<file path="src/rtl/ds_pkg.sv">
// Shared definitions for the 1-Wire frame layer: op codes, CRC polynomial
// and the frame FSM state type.
package ds_pkg;

  localparam logic [1:0] OP_RST = 2'd0;
  localparam logic [1:0] OP_WR  = 2'd1;
  localparam logic [1:0] OP_RD  = 2'd2;

  localparam logic [7:0] CRC_POLY = 8'h8C;

  typedef enum logic [2:0] {
    IDLE = 3'd0,
    RST  = 3'd1,
    WR   = 3'd2,
    RD   = 3'd3,
    FIN  = 3'd4
  } state_t;

endpackage

</file>
<file path="src/rtl/ds_crc8.sv">
// Serial Dallas/Maxim CRC8 (reflected 0x8C), one bit per enabled cycle;
// a clear has priority over an update.
module ds_crc8
  import ds_pkg::*;
(
  input  logic       clk,
  input  logic       rst_n,
  input  logic       clr_i,
  input  logic       en_i,
  input  logic       bit_i,
  output logic [7:0] crc_o
);

  logic [7:0] crc_q, crc_d;
  logic       fb;

  always_comb begin
    crc_d = crc_q;
    fb    = crc_q[0] ^ bit_i;
    if (clr_i) begin
      crc_d = '0;
    end else if (en_i) begin
      crc_d = {1'b0, crc_q[7:1]} ^ (fb ? CRC_POLY : 8'h00);
    end
  end

  always_ff @(posedge clk or negedge rst_n) begin
    if (!rst_n) begin
      crc_q <= '0;
    end else begin
      crc_q <= crc_d;
    end
  end

  assign crc_o = crc_q;

endmodule

</file>
<file path="src/rtl/ds_intf_frame.sv">
// 1-Wire frame layer: turns bus-reset / write / read commands into
// bit-layer requests, assembling bytes LSB first and checking read CRC.
module ds_intf_frame
  import ds_pkg::*;
#(
  parameter  int MAX_BYTES = 9,
  parameter  int CRC_EN    = 1,
  parameter  int GUARD     = 2,
  localparam int LEN_W     = $clog2(MAX_BYTES + 1)
) (
  input  logic             clk,
  input  logic             rst_n,
  input  logic             cmd_vld,
  input  logic [1:0]       cmd_op,
  input  logic [LEN_W-1:0] cmd_len,
  input  logic [7:0]       wdata,
  output logic             wdata_req,
  output logic [7:0]       rdata,
  output logic             rdata_vld,
  output logic             done,
  output logic             crc_err,
  output logic             rdy,
  output logic             rst_en_bit,
  output logic             wr_en_bit,
  output logic             wdata_bit,
  output logic             rd_en_bit,
  input  logic             rdata_bit,
  input  logic             rdata_vld_bit,
  input  logic             rdy_bit
);

  localparam int               GW      = (GUARD < 1) ? 1 : $clog2(GUARD + 1);
  localparam logic [GW-1:0]    GUARD_V = GW'(GUARD);
  localparam logic [LEN_W-1:0] MAX_V   = LEN_W'(MAX_BYTES);

  state_t           state_q, state_d;
  logic [LEN_W-1:0] len_q, len_d, byte_cnt_q, byte_cnt_d, next_byte, len_cl;
  logic [2:0]       bit_cnt_q, bit_cnt_d;
  logic [GW-1:0]    guard_q, guard_d;
  logic [7:0]       shreg_q, shreg_d, load, rdata_q, rdata_d;
  logic             chk_q, chk_d, pend_q, pend_d, need_byte_q, need_byte_d;
  logic             rst_en_q, rst_en_d, wr_en_q, wr_en_d, rd_en_q, rd_en_d;
  logic             wbit_q, wbit_d, rdata_vld_q, rdata_vld_d;
  logic             crc_err_q, crc_err_d, crc_err_now;
  logic             eligible, crc_clr, crc_en;
  logic [7:0]       crc;

  assign len_cl      = (cmd_len > MAX_V) ? MAX_V : cmd_len;
  assign next_byte   = byte_cnt_q + LEN_W'(1);
  assign eligible    = rdy_bit && (guard_q >= GUARD_V);
  // The CRC verdict is only final once the last bit has been folded in, i.e. in FIN.
  assign crc_err_now = (state_q == FIN) ? (chk_q && (crc != 8'h00)) : crc_err_q;

  always_comb begin
    state_d     = state_q;
    len_d       = len_q;
    byte_cnt_d  = byte_cnt_q;
    bit_cnt_d   = bit_cnt_q;
    guard_d     = (guard_q >= GUARD_V) ? guard_q : guard_q + GW'(1);
    shreg_d     = shreg_q;
    rdata_d     = rdata_q;
    chk_d       = chk_q;
    pend_d      = pend_q;
    need_byte_d = need_byte_q;
    crc_err_d   = crc_err_q;
    rst_en_d    = 1'b0;
    wr_en_d     = 1'b0;
    rd_en_d     = 1'b0;
    wbit_d      = wbit_q;
    rdata_vld_d = 1'b0;
    wdata_req   = 1'b0;
    load        = shreg_q;
    crc_clr     = 1'b0;
    crc_en      = 1'b0;

    case (state_q)
      IDLE: begin
        if (cmd_vld) begin
          len_d       = len_cl;
          byte_cnt_d  = '0;
          bit_cnt_d   = '0;
          guard_d     = GUARD_V;
          shreg_d     = '0;
          pend_d      = 1'b0;
          need_byte_d = 1'b1;
          chk_d       = (CRC_EN != 0) && (cmd_op == OP_RD);
          crc_err_d   = 1'b0;
          crc_clr     = 1'b1;
          case (cmd_op)
            OP_RST:  state_d = RST;
            OP_WR:   state_d = (len_cl == '0) ? FIN : WR;
            OP_RD:   state_d = (len_cl == '0) ? FIN : RD;
            default: state_d = FIN;
          endcase
        end
      end

      RST: begin
        if (eligible) begin
          if (!pend_q) begin
            rst_en_d = 1'b1;
            pend_d   = 1'b1;
            guard_d  = '0;
          end else begin
            state_d = FIN;
          end
        end
      end

      // A freshly requested byte is latched and may be sent in the same cycle.
      WR: begin
        wdata_req = need_byte_q;
        if (need_byte_q) begin
          load        = wdata;
          shreg_d     = wdata;
          need_byte_d = 1'b0;
        end
        if (eligible) begin
          if (byte_cnt_q == len_q) begin
            state_d = FIN;
          end else begin
            wr_en_d   = 1'b1;
            wbit_d    = load[0];
            shreg_d   = {1'b0, load[7:1]};
            guard_d   = '0;
            bit_cnt_d = bit_cnt_q + 3'd1;
            if (bit_cnt_q == 3'd7) begin
              byte_cnt_d  = next_byte;
              need_byte_d = (next_byte < len_q);
            end
          end
        end
      end

      // One read slot outstanding at a time; pend_q marks an unanswered rd_en_bit.
      RD: begin
        if (pend_q && rdata_vld_bit) begin
          pend_d    = 1'b0;
          crc_en    = 1'b1;
          shreg_d   = {rdata_bit, shreg_q[7:1]};
          bit_cnt_d = bit_cnt_q + 3'd1;
          if (bit_cnt_q == 3'd7) begin
            rdata_d     = {rdata_bit, shreg_q[7:1]};
            rdata_vld_d = 1'b1;
            byte_cnt_d  = next_byte;
            if (next_byte == len_q) begin
              state_d = FIN;
            end
          end
        end else if (!pend_q && eligible && (byte_cnt_q != len_q)) begin
          rd_en_d = 1'b1;
          pend_d  = 1'b1;
          guard_d = '0;
        end
      end

      FIN: begin
        state_d   = IDLE;
        crc_err_d = crc_err_now;
      end

      default: state_d = IDLE;
    endcase
  end

  always_ff @(posedge clk or negedge rst_n) begin
    if (!rst_n) begin
      state_q     <= IDLE;
      len_q       <= '0;
      byte_cnt_q  <= '0;
      bit_cnt_q   <= '0;
      guard_q     <= '0;
      shreg_q     <= '0;
      rdata_q     <= '0;
      chk_q       <= 1'b0;
      pend_q      <= 1'b0;
      need_byte_q <= 1'b0;
      crc_err_q   <= 1'b0;
      rst_en_q    <= 1'b0;
      wr_en_q     <= 1'b0;
      rd_en_q     <= 1'b0;
      wbit_q      <= 1'b0;
      rdata_vld_q <= 1'b0;
    end else begin
      state_q     <= state_d;
      len_q       <= len_d;
      byte_cnt_q  <= byte_cnt_d;
      bit_cnt_q   <= bit_cnt_d;
      guard_q     <= guard_d;
      shreg_q     <= shreg_d;
      rdata_q     <= rdata_d;
      chk_q       <= chk_d;
      pend_q      <= pend_d;
      need_byte_q <= need_byte_d;
      crc_err_q   <= crc_err_d;
      rst_en_q    <= rst_en_d;
      wr_en_q     <= wr_en_d;
      rd_en_q     <= rd_en_d;
      wbit_q      <= wbit_d;
      rdata_vld_q <= rdata_vld_d;
    end
  end

  ds_crc8 u_crc (
    .clk   (clk),
    .rst_n (rst_n),
    .clr_i (crc_clr),
    .en_i  (crc_en),
    .bit_i (rdata_bit),
    .crc_o (crc)
  );

  assign rdy        = (state_q == IDLE);
  assign done       = (state_q == FIN);
  assign crc_err    = crc_err_now;
  assign rdata      = rdata_q;
  assign rdata_vld  = rdata_vld_q;
  assign rst_en_bit = rst_en_q;
  assign wr_en_bit  = wr_en_q;
  assign rd_en_bit  = rd_en_q;
  assign wdata_bit  = wbit_q;

endmodule

</file>
<file path="config.mk">
export PLATFORM = sky130hd
export DESIGN_NAME = ds_intf_frame
export DESIGN_NICKNAME = d
export VERILOG_FILES = /design/src/rtl/ds_pkg.sv /design/src/rtl/ds_crc8.sv /design/src/rtl/ds_intf_frame.sv
export SDC_FILE = /design/constraint.sdc
export NUM_CORES = 1
export LEC_CHECK = 0
export CORE_MARGIN = 2
export CORE_UTILIZATION = 25
export CTS_BUF_LIST = sky130_fd_sc_hd__clkbuf_8
export DETAILED_ROUTE_END_ITERATION = 6
export GPL_TIMING_DRIVEN = 0
export PLACE_DENSITY = 0.48
export SYNTH_ARGS = -nofsm -noshare
export SYNTH_HDL_FRONTEND = slang
export SYNTH_HIERARCHICAL = 1
export SYNTH_SLANG_ARGS = --single-unit
</file>
<file path="constraint.sdc">
create_clock -name clk -period 3.7 [get_ports clk]
set_input_delay 0.37 -clock clk [delete_from_list [all_inputs] [get_ports clk]]
set_output_delay 0.37 -clock clk [all_outputs]
set_load 0.01 [all_outputs]
</file>
### Yosys cells after proc, flatten, opt, wreduce, memory -nomap -nowiden

Cells that the tools add are included.

| word-level totals | value |
|---|---|
| flip-flop bits (word level) | 49 |
| input bits | 20 |
| output and inout bits | 17 |
| word-level logic and storage cells | 141 |

| cells by class | value |
|---|---|
| add/subtract/negate cells | 3 |
| magnitude comparators | 3 |
| equal/unequal tests | 20 |
| muxes and demuxes | 71 |
| bitwise operators | 3 |
| reduce and logical (&&, ||, !) cells | 24 |

Operators with widths:

| operator | number |
|---|---|
| 8-bit two-way mux | 8 |
| 3-bit two-way mux | 14 |
| 1-bit two-way mux | 26 |
| 4-bit two-way mux | 6 |
| 8-bit case mux with 3 select lines | 1 |
| 2-bit != test, second input constant | 9 |
| 3-bit case mux with 3 select lines | 2 |
| 2-bit two-way mux | 8 |
| 3-bit case mux with 4 select lines | 1 |
| 4-bit case mux with 3 select lines | 1 |
| 3-bit AND reduction | 3 |
| 4-bit equality test | 2 |
| 2-bit case mux with 4 select lines | 1 |
| 8-bit AND reduction | 1 |
| 8-bit nonzero test | 1 |
| 7-bit by 8-bit XOR with 8-bit output | 1 |
| 3-bit by 2-bit equality test with 1-bit output, second input constant | 2 |
| 3-bit equality test, second input constant | 2 |
| 2-bit AND reduction | 3 |
| 2-bit nonzero test | 3 |
| 3-bit nonzero test | 2 |
| 1-bit logical AND | 5 |
| 5-bit AND reduction | 1 |
| 4-bit by 1-bit adder with 4-bit output, second input constant | 1 |
| 19 further kinds | 20 |

### Depth between registers and ports, before layout

Gate-level depths: netlist of run 1.

| depth | value |
|---|---|
| depth after elaboration | 7 |
| gate-level depth with buffers | 9 |
| gate-level depth less buffers | 9 |

### By module

Netlist of run 1, hierarchy kept.

By module, submodules not included:

| module | times used | cells each | area each (µm²) | sequential area each (µm²) |
|---|---|---|---|---|
| ds_intf_frame | 1 | 222 | 2253.4 | 1026.0 |
| ds_crc8 | 1 | 32 | 372.9 | 200.2 |

### Least setup slack after synthesis of run 1

Ideal clock, no wire load.

| path | value |
|---|---|
| path type | register -> register |
| start point | register state_q[0] |
| end point | register u_crc.crc_q[3], in the netlist u_crc/crc_o[3] |
| library setup time | 0.087 ns |
| data arrival time | 1.859 ns |
| required time | 3.613 ns |
| setup slack | 1.754 ns |
| cell stages (with the launch flop) | 8 |
| buffers on the path | 1 |
| period minus slack after synthesis | 1.946 ns |
| cells stage by stage | dfrtp_1 -> or3_1 -> inv_1 -> nand2_1 -> clkinv_1 -> buf_2 -> or4_1 -> o211ai_1 |

| between the ends | value |
|---|---|
| longest elaborated chain between the ends | 3 |
| elaborated cells on any way between the ends | 6 |
| classes of those cells | eq/ne (1); mux (3); reduce/logical (2) |

Ends and longest elaborated chain:

| element | line | text |
|---|---|---|
| start: declaration | ds_intf_frame.sv:36 | `state_t state_q, state_d;` |
| start signal: assignment | ds_intf_frame.sv:185 | `state_q <= state_d;` |
| 3-bit zero test (*) | n/a |  |
| net rdy | ds_intf_frame.sv:22 | `output logic rdy,` |
| 1-bit two-way mux (*) | ds_intf_frame.sv:76 | `case (state_q)` |
| net crc_clr | ds_intf_frame.sv:45 | `logic eligible, crc_clr, crc_en;` |
| 8-bit two-way mux or 2-bit nonzero test (tied branches) | n/a |  |
| end signal: assignment | ds_crc8.sv:31 | `crc_q <= crc_d;` |
| end: declaration | ds_crc8.sv:14 | `logic [7:0] crc_q, crc_d;` |

The timed path passes the listed nets; every way through them passes the cells marked *.
A chain may end at the register's enable or synchronous reset.

### Final worst setup path of run 1

| path | value |
|---|---|
| start point | register state_q[1] |
| end point | output crc_err |

| between the ends | value |
|---|---|
| longest elaborated chain between the ends | 2 |

Ends and longest elaborated chain:

| element | line | text |
|---|---|---|
| 3-bit equality test | ds_intf_frame.sv:52 | `assign crc_err_now = (state_q == FIN) ? (chk_q && (crc != 8'h00)) : crc_err_q;` |
| 1-bit two-way mux | ds_intf_frame.sv:52 |  |
| end: declaration | ds_intf_frame.sv:21 | `output logic crc_err,` |

Every way passes these cells.

==> out/metrics.yaml, run 1 <==
status:
  status: "finished, final reports clean"
power_and_ir_drop:
  power_leakage_nw: 1.42
  peakVddDrop_mv: 0.231
  p_per_area_nw_per_um2: 589
run:
  maxCapViolations: 0
finish:
  multi_input_area_um2: 1300
  fillers: 1092
  register_area_um2: 1230
  antenna_cells: 0
  area_growth_pct: 25.0
  final_layout_size_suffix_gt1_share_pct: 14.7
  fin_nets: 327
worst_setup_path:
  cp.arrival_ns: 2.35
  worstReg2RegEnd: "u_crc/crc_o[3]$_DFFE_PN0P_"
  worstSetupPathType: "flop to output port"
  worst-path-max-fanout: 10
  path_depth: 5
  cp_num_buf_inv: 2
  reg2reg_depth: 7
  crit_chain: "buf_4 > nor2_1 > and2_1 > mux2_2 > clkdlybuf4s50_1"
  reg2reg_from: "state_q[0]$_DFFE_PN0P_"
  critPathCaptureType: "output port"
  rrSetupSlack_ns: 1.29
  crit_family: "buffers and inverters"
  required_ns: 3.33
  slowest_stage: "clkdlybuf4s50_1"
  start_kind: "flop"
  max_stage_delay_ns: 0.48
routing:
  vias: 2028
  wl_met2_mm: 2.85
  dr.pass1.iters: 4
  first_iter_violations: 138
  wl_per_cell_um: 14.6
  wl_met1_mm: 3.20
  topRoutingLayerUsed: "met4"
  postRouteWirelength_mm: 6.33
  wl_met3_um: 168
  viasPerCell: 4.66
  ant_nets: 0
  drcViolationCount: 0
floorplanning:
  start_util_pct: 25.6
  fp.coreArea_um2: 10300
  die_area_um2: 11300
  die_y_um: 106
  num_rows: 37
  io_pins: 37
  die_w_um: 106
clock_network:
  cts_resized: 0
  cts_buffers: 5
  clkTransAtPathRegs_ns: 0.09
  cts_setup_buffers: 0
  cts_max_level: 2
  clk_latency_ns: 0.31
  cts.sinks: 49
  clk_path_buf_depth: 2
  cts_tree: "done"
  root_buffer: "clkbuf_8"
  hold_buffers: 0
grt:
  antenna_found_initial: 0
  grt_usage_pct: 11.6
  grt_overflow: 0
  grt_max_degree: 31
  grt_pass1_wl_mm: 10.4
  grt_pass1_vias: 2084
place:
  place.port_buffers: 36
  dp_hpwl_mm: 4.60
  gp_congestion: 0.802
timing:
  hold_violations: 0
  finalSetupViolCount: 0
  worst_pin_slew_ns: 0.781
  period_share_pct: 73.6
  grt_setup_unrepaired: "no"
  relSlewSlack_pct: 48.0
  fin_skew_ns: 0.00879
  final_max_slew_viol_count: 0
  fin_setup_tns_ns: 0
  min_period_ns: 2.72
  finalHoldWorstSlack_ns: 0.0133
  max_freq_mhz: 367
synthesis:
  synthTopCellsByCount: "dfrtp_1 (49), nor2_1 (23), nand2_1 (20), mux2_2 (19), o21ai_0 (17)"
  syn_area_per_cell_um2: 10.3
  ys_seq_elements: 49
  synth.area.top_cells: "dfrtp_1 (47%), mux2_2 (8.1%), ha_1 (4.3%)"
  synth_flop_cell: "dfrtp_1"
  synth-seq-area-share_pct: 46.7
  synth_cell_types: 51
  syn_inst: 254
  synth-edff-count: 0
  synth_area_um2: 2630
  synth_top_area_share_pct: 46.7
  synthArstFlopShare_pct: 100
  synth_top_cell_by_area: "dfrtp_1"
  yosysWarnings: 6
  syn_nets: 283
  yosysMostFrequentCell: "dfrtp_1"
hold_path:
  hp-class: "input port to async pin"
==> layer usage <==
layer  up-vias  GRT usage (%)
met3        11           1.78
met4         0           4.92
met1       986           16.5
li1        999              -
met5         -              0
met2        32           17.5
==> logic make-up after synthesis <==
family,synth area share [%]
AOI/OAI and AO/OA,15.1
xor gates and xnor gates,2.00
adders and majority gates,4.29
buffers and inverters,3.86
DFF,46.7
muxes,10.8
and+or+nand+nor,17.2
==> how the worst max path moves through the flow <==
stage                                 startpoint                         end  slack (ns)
after floorplan           state_q[0]$_DFFE_PN0P_  u_crc/crc_o[3]$_DFFE_PN0P_        1.75
after global placement                     rst_n      shreg_q[6]$_DFFE_PN0P_        0.65
after detailed placement                 cmd_vld  u_crc/crc_o[3]$_DFFE_PN0P_        1.17
after CTS                 state_q[1]$_DFFE_PN0P_                     crc_err        0.95
after global routing      state_q[1]$_DFFE_PN0P_                     crc_err        0.89
final                     state_q[1]$_DFFE_PN0P_                     crc_err        0.98
==> layout make-up <==
| type | instances | area share [%] |
|---|---|---|
| Buffer | 9 | 1.71 |
| Clock buffer | 5 | 2.10 |
| Clock inverter | 3 | 1.30 |
| Inverter | 12 | 1.37 |
| Multi-Input combinational cell | 184 | 39.6 |
| Sequential cell | 49 | 37.3 |
| Tap cell | 136 | 5.18 |
| Timing Repair Buffer | 37 | 11.4 |
==> cell usage in the layout, fill, tap and decap left out, drive strengths merged, types with 2 or more instances in the layout <==
cell	n
dfrtp	49
clkdlybuf4s50	35
nor2	23
nand2	20
mux2	19
o21ai	17
a21oi	14
inv	12
ha	9
buf	9
a221oi	8
nand2b	7
mux2i	7
clkbuf	7
nor4	6
nor3	5
xor2	4
nand3b	4
nand3	3
and2	3
nor2b	3
a22o	3
o21a	3
a31oi	2
a211oi	2
nand4b	2
xnor2	2
or4	2
or3	2
clkinv	2
==> power breakdown <==
part	switching (mW)	total (mW)	internal (mW)
Clock	0.187	0.387	0.200
Sequential	0.0969	0.752	0.655
Combinational	0.440	0.795	0.355
==> per-stage QoR <==
step                      setup WS [ns]  std cells  power (mW)  area [um^2]  util, %
after floorplan                    1.75        254        1.30         2630        -
after global placement            0.649        426        1.55         3160     30.7
after detailed placement           1.17        427        1.56         3170     30.9
after CTS                         0.947        435        1.96         3280     31.9
after global routing              0.889        435        2.09         3280     31.9
final                             0.976        435        1.93         3280     31.9
==> sequential cells by signal, summed over array words and instances, names as in the netlist, 2 cells and up <==
| name | count |
|---|---|
| bit_cnt_q | 3 |
| state_q | 3 |
| u_crc/crc_o | 8 |
| guard_q | 2 |
| byte_cnt_q | 4 |
| len_q | 4 |
| shreg_q | 8 |
| rdata | 8 |
==> worst reg2reg max path: cells and delay by family, from the launching register on <==
| family | cells | cell delay, ns |
|---|---|---|
| and+or+nand+nor | 3 | 0.99 |
| buffers and inverters | 3 | 0.72 |
| DFF | 1 | 0.53 |
| AOI/OAI and AO/OA | 1 | 0.09 |
No activity file was read; power rests on OpenSTA's default activity.
==> inputs of run 2 (changes only) <==
--- a/config.mk
+++ b/config.mk
@@ -10,7 +10,7 @@
 export CTS_BUF_LIST = sky130_fd_sc_hd__clkbuf_8
 export DETAILED_ROUTE_END_ITERATION = 6
 export GPL_TIMING_DRIVEN = 0
-export PLACE_DENSITY = 0.48
+export PLACE_DENSITY = 0.49
 export SYNTH_ARGS = -nofsm -noshare
 export SYNTH_HDL_FRONTEND = slang
 export SYNTH_HIERARCHICAL = 1
==> constraint.sdc (replaced) <==
create_clock -name clk -period 2.4 [get_ports clk]
set_input_delay 0.24 -clock clk [delete_from_list [all_inputs] [get_ports clk]]
set_output_delay 0.24 -clock clk [all_outputs]
set_load 0.01 [all_outputs]
==> run 2 against run 1 <==
Against the previous run:
- combinational power rose by 61%
- utilization grew 0.45 points
- global-route usage up 0.21 points
- final area grew 1.4%
- via count increased by 1.4%
- die area unchanged
- hold slack improved by 0.42 ns
- sequential share of layout area fell by 0.44 points
- largest cell class unchanged
==> out/metrics.yaml, run 2 (same netlist as run 1, synthesis figures left out) <==
finish:
  antenna_cells: 0
  multi_input_area_um2: 1320
  area_growth_pct: 26.8
  most-common-layout-cells: "dfrtp_1 (47), clkdlybuf4s50_1 (35), nor2_1 (22), nand2_1 (20), mux2_2 (19)"
  stdcell_area_um2: 3330
  final_layout_size_suffix_gt1_share_pct: 16.6
  register_area_um2: 1230
  fin_cells: 437
  fillers: 1072
  mostFrequentLayoutCell: "dfrtp_1"
  fin_nets: 329
power_and_ir_drop:
  power_leakage_nw: 1.44
  pwr-share-clk_pct: 20.3
  p_per_area_nw_per_um2: 917
  power_switching_mw: 1.13
  combinationalPowerShare_pct: 41.9
  internal-power_mw: 1.92
  switching_share_pct: 37.1
  peakVddDrop_mv: 0.310
  p_seq_share_pct: 37.8
grt:
  grt_pass1_wl_mm: 10.7
  grt_max_degree: 31
  antenna_found_initial: 0
  grt_usage_pct: 11.8
  grt_overflow: 0
  grt_pass1_vias: 2087
worst_setup_path:
  reg2reg_depth: 9
  worstReg2RegEnd: "state_q[1]$_DFFE_PN0P_"
  slowest_stage: "clkdlybuf4s50_1"
  max_stage_delay_ns: 0.48
  worstSetupPathType: "flop to output port"
  required_ns: 2.16
  start_kind: "flop"
  reg2reg_from: "byte_cnt_q[0]$_DFFE_PN0P_"
  rrSetupSlack_ns: 0.30
  critPathCaptureType: "output port"
  cp.arrival_ns: 2.07
  crit_chain: "buf_4 > nor2_4 > and2_4 > mux2_2 > clkdlybuf4s50_1"
  worst-path-max-fanout: 10
clock_network:
  cts_buffers: 5
  clkTransAtPathRegs_ns: 0.09
  clk_latency_ns: 0.31
  root_buffer: "clkbuf_8"
  clk_path_buf_depth: 2
  cts_tree: "done"
  cts_max_level: 2
  cts.sinks: 49
floorplanning:
  die_w_um: 106
  die_y_um: 106
  fp.coreArea_um2: 10300
  die_area_um2: 11300
  start_util_pct: 25.6
  io_pins: 37
  num_rows: 37
timing:
  min_period_ns: 2.31
  period_share_pct: 96.2
  grt_setup_unrepaired: "no"
  max_freq_mhz: 433
  relSlewSlack_pct: 46.8
  worst_pin_slew_ns: 0.798
  finalSetupViolCount: 0
  hold_violations: 0
  fin_skew_ns: 0.00989
  final_max_slew_viol_count: 0
routing:
  drcViolationCount: 0
  wl_per_cell_um: 14.4
  first_iter_violations: 111
  ant_nets: 0
  dr.pass1.iters: 4
  viasPerCell: 4.71
  vias: 2057
  postRouteWirelength_mm: 6.28
run:
  maxCapViolations: 0
place:
  dp_hpwl_mm: 4.55
  postPlaceCellArea_um2: 3170
  place.port_buffers: 36
  numPlacedInstances: 427
  gp_congestion: 0.787
hold_path:
  hp-class: "input port to async pin"
status:
  status: "finished, final reports clean"
## run 2: how the worst max path moves through the flow
stage,startpoint,to,cells past startpoint,slack [ns]
CTS,state_q[1]$_DFFE_PN0P_,crc_err,5,0.03
finish,state_q[1]$_DFFE_PN0P_,crc_err,5,0.09
global route,state_q[1]$_DFFE_PN0P_,crc_err,5,0.04
detailed placement,state_q[0]$_DFFE_PN0P_,u_crc/crc_o[3]$_DFFE_PN0P_,7,0.01
global placement,rst_n,rdata[5]$_DFFE_PN0P_,1,-0.51
floorplan,state_q[0]$_DFFE_PN0P_,u_crc/crc_o[3]$_DFFE_PN0P_,7,0.45
## run 2: area by class of cell
cell class,count,area share (%)
Inverter,12,1.43
Multi-Input combinational cell,184,39.6
Clock inverter,2,1.01
Tap cell,136,5.11
Timing Repair Buffer,39,11.8
Buffer,9,1.69
Clock buffer,6,2.48
Sequential cell,49,36.9
## run 2: critical path, delay by kind of cell, from the launching register on
kind / cells / cell delay [ns]
AND/OR/NAND/NOR: 2 / 0.33
flip-flops: 1 / 0.42
buffers and inverters: 2 / 0.66
multiplexers: 1 / 0.35
## run 2: routing by layer
layer  GRT usage (%)  vias to the layer above  share of wire (%)
li1                -                     1014                  -
met2            18.3                       37                 46
met3            1.90                        7                3.1
met5               0                        -                  0
met4            4.08                        0                1.3
met1            16.8                      999                 50
## run 2: timing repair
item / in CTS / in global routing
setup buffers: 0 / 1
hold buffers: 1 / 0
setup endpoints to repair: 2 / 3
gates cloned: 0 / 0
gates resized for setup: 4 / 4
endpoints found under the hold margin: 19 / 0
## run 2: stage by stage
step                TNS, ns  util, %  power, mW  hold slack, ns  setup slack, ns
floorplan                 0        -       2.01         -0.0556            0.454
global placement     -24.91     30.7       2.38           0.468           -0.511
detailed placement        0     30.9       2.40           0.235           0.0124
CTS                       0     32.2       3.04           0.460           0.0275
global route              0     32.4       3.29           0.501           0.0441
finish                    0     32.4       3.05           0.429           0.0919
## run 2: power groups by stage
stage / combinational [mW] / sequential [mW] / clock [mW]
2_1_floorplan: 0.862 / 1.14 / 0
3_3_place_gp: 1.21 / 1.17 / 0
3_5_place_dp: 1.23 / 1.17 / 0
4_1_cts: 1.25 / 1.16 / 0.632
5_1_grt: 1.44 / 1.19 / 0.669
6_report: 1.28 / 1.15 / 0.621
==> inputs of run 3 (changes only) <==
--- a/config.mk
+++ b/config.mk
@@ -9,9 +9,10 @@
 export CORE_UTILIZATION = 25
 export CTS_BUF_LIST = sky130_fd_sc_hd__clkbuf_8
 export DETAILED_ROUTE_END_ITERATION = 6
-export GPL_TIMING_DRIVEN = 0
+export GPL_TIMING_DRIVEN = 1
 export PLACE_DENSITY = 0.49
 export SYNTH_ARGS = -nofsm -noshare
 export SYNTH_HDL_FRONTEND = slang
 export SYNTH_HIERARCHICAL = 1
 export SYNTH_SLANG_ARGS = --single-unit
+export TNS_END_PERCENT = 30
==> run 3 against run 2 <==
Against the previous run:
- critical path depth decreased by 1
- critical endpoint unchanged
- fmax decreased by 0.20%
- global-route usage decreased by 0.18 points
- largest cell class unchanged
- sequential power increased by 7%
- clock skew increased by 0.0053 ns
- via count decreased by 0.15%
==> out/metrics.yaml, run 3 (same netlist as run 1, synthesis figures left out) <==
worst_setup_path:
  crit_family: "flip-flops"
  start_kind: "flop"
  max_stage_delay_ns: 0.51
  cp_num_buf_inv: 1
  worst-path-max-fanout: 8
  crit_chain: "nor2_4 > and2_1 > mux2_2 > clkdlybuf4s50_1"
  critPathCaptureType: "output port"
  required_ns: 2.16
  worstSetupPathType: "flop to output port"
  cp.arrival_ns: 2.07
  slowest_stage: "dfrtp_1"
finish:
  most-common-layout-cells: "dfrtp_1 (48), clkdlybuf4s50_1 (34), nor2_1 (22), nand2_1 (20), mux2_2 (19)"
  antenna_cells: 0
  utilization_pct: 32.2
  final_layout_size_suffix_gt1_share_pct: 15.7
  mostFrequentLayoutCell: "dfrtp_1"
  stdcell_area_um2: 3310
  fin_cells: 435
  area_growth_pct: 26.0
  fin_nets: 327
grt:
  antenna_found_initial: 0
  grt_overflow: 0
  grt_usage_pct: 11.6
  grt_max_degree: 23
  grt_pass1_vias: 2074
  grt_pass1_wl_mm: 10.6
power_and_ir_drop:
  power_mw: 3.03
  p_seq_share_pct: 40.5
  p_per_area_nw_per_um2: 916
  switching_share_pct: 36.8
  combinationalPowerShare_pct: 39.2
  internal-power_mw: 1.92
  power_leakage_nw: 1.44
  pwr-share-clk_pct: 20.2
  peakVddDrop_mv: 0.326
  power_switching_mw: 1.11
run:
  maxCapViolations: 0
place:
  postPlaceCellArea_um2: 3160
  pre_cts_ws_ns: 0.203
  dp_hpwl_mm: 4.59
  numPlacedInstances: 426
  place.port_buffers: 36
  gp_congestion: 0.795
timing:
  period_share_pct: 96.4
  final_max_slew_viol_count: 0
  finalHoldWorstSlack_ns: 0.354
  grt_setup_unrepaired: "yes"
  worst_pin_slew_ns: 0.799
  min_period_ns: 2.31
  max_freq_mhz: 432
  fin_skew_ns: 0.0152
  fin_setup_tns_ns: 0
  fin_ws_ns: 0.0872
  relSlewSlack_pct: 46.6
  hold_violations: 0
  finalSetupViolCount: 0
routing:
  ant_nets: 0
  topRoutingLayerUsed: "met4"
  dr.pass1.iters: 4
  postRouteWirelength_mm: 6.18
  first_iter_violations: 68
  wl_met3_um: 142
  vias: 2054
  wl_per_cell_um: 14.2
  wl_met2_mm: 2.92
  viasPerCell: 4.72
  wl_met1_mm: 3.03
  drcViolationCount: 0
status:
  status: "finished, final reports clean"
floorplanning:
  die_area_um2: 11300
  fp.coreArea_um2: 10300
  die_y_um: 106
  io_pins: 37
  num_rows: 37
  start_util_pct: 25.6
  die_w_um: 106
clock_network:
  clk_latency_ns: 0.30
  cts_buffers: 5
  clkTransAtPathRegs_ns: 0.10
  cts_max_level: 2
  cts.sinks: 49
  root_buffer: "clkbuf_8"
  cts_setup_buffers: 0
  clk_path_buf_depth: 2
  cts_tree: "done"
hold_path:
  hp-class: "input port to async pin"
==> run 3: changes by cell type in the layout (fill, tap and decap cells not counted), sizes merged <==
cell / previous run / this run
clkbuf: 8 / 6
dlymetal6s2s: 0 / 1
inv: 13 / 12
clkinv: 0 / 1
clkdlybuf4s50: 35 / 34
==> run 3: cell type report <==
cell class / instances / area (um^2)
clock buffers: 6 / 82.6
multi-input cells: 184 / 1320
flip-flops and latches: 49 / 1230
well taps: 136 / 170
repair buffers: 46 / 435
inverters: 12 / 45.0
fillers: 1108 / 6970
clock inverters: 2 / 33.8
==> run 3: power by group through the flow <==
stage | logic (mW) | registers, mW | clock network [mW]
after floorplan | 0.862 | 1.14 | 0
after global placement | 1.17 | 1.23 | 0
after detailed placement | 1.17 | 1.24 | 0
after CTS | 1.18 | 1.22 | 0.640
after global routing | 1.35 | 1.26 | 0.672
final | 1.19 | 1.23 | 0.613
==> run 3: routing by layer <==
metal	track usage [%]	up-vias
met3	2.02	7
li1	-	999
met5	0	-
met1	16.3	1024
met2	18.7	24
met4	2.88	0
==> run 3: timing repair <==
action	in CTS	in global routing
hold endpoints to repair	11	0
setup endpoints to repair	1	6
pin swaps	0	0
gates resized for setup	2	3
hold buffers	1	0
==> run 3: worst paths after layout <==
kind / startpoint / endpoint / slack (ns) / cells past startpoint
hold / removal: rst_n / byte_cnt_q[1]$_DFFE_PN0P_ / 0.35 / 2
max in group asynchronous: rst_n / crc_err_q$_DFFE_PN0P_ / 1.43 / 3
hold reg to reg: chk_q$_DFFE_PN0P_ / chk_q$_DFFE_PN0P_ / 0.50 / 2
setup / recovery: state_q[0]$_DFFE_PN0P_ / crc_err / 0.09 / 4
min in group clk: cmd_len[0] / len_q[0]$_DFFE_PN0P_ / 0.50 / 3
setup reg to reg: state_q[1]$_DFFE_PN0P_ / shreg_q[0]$_DFFE_PN0P_ / 0.25 / 6
==> run 3: worst register-to-register path, delay by kind of cell (launching register included) <==
| kind | cells | cell delay [ns] |
|---|---|---|
| buf+inv | 1 | 0.18 |
| compound gates | 2 | 0.38 |
| simple gates | 3 | 1.00 |
| flops | 1 | 0.51 |
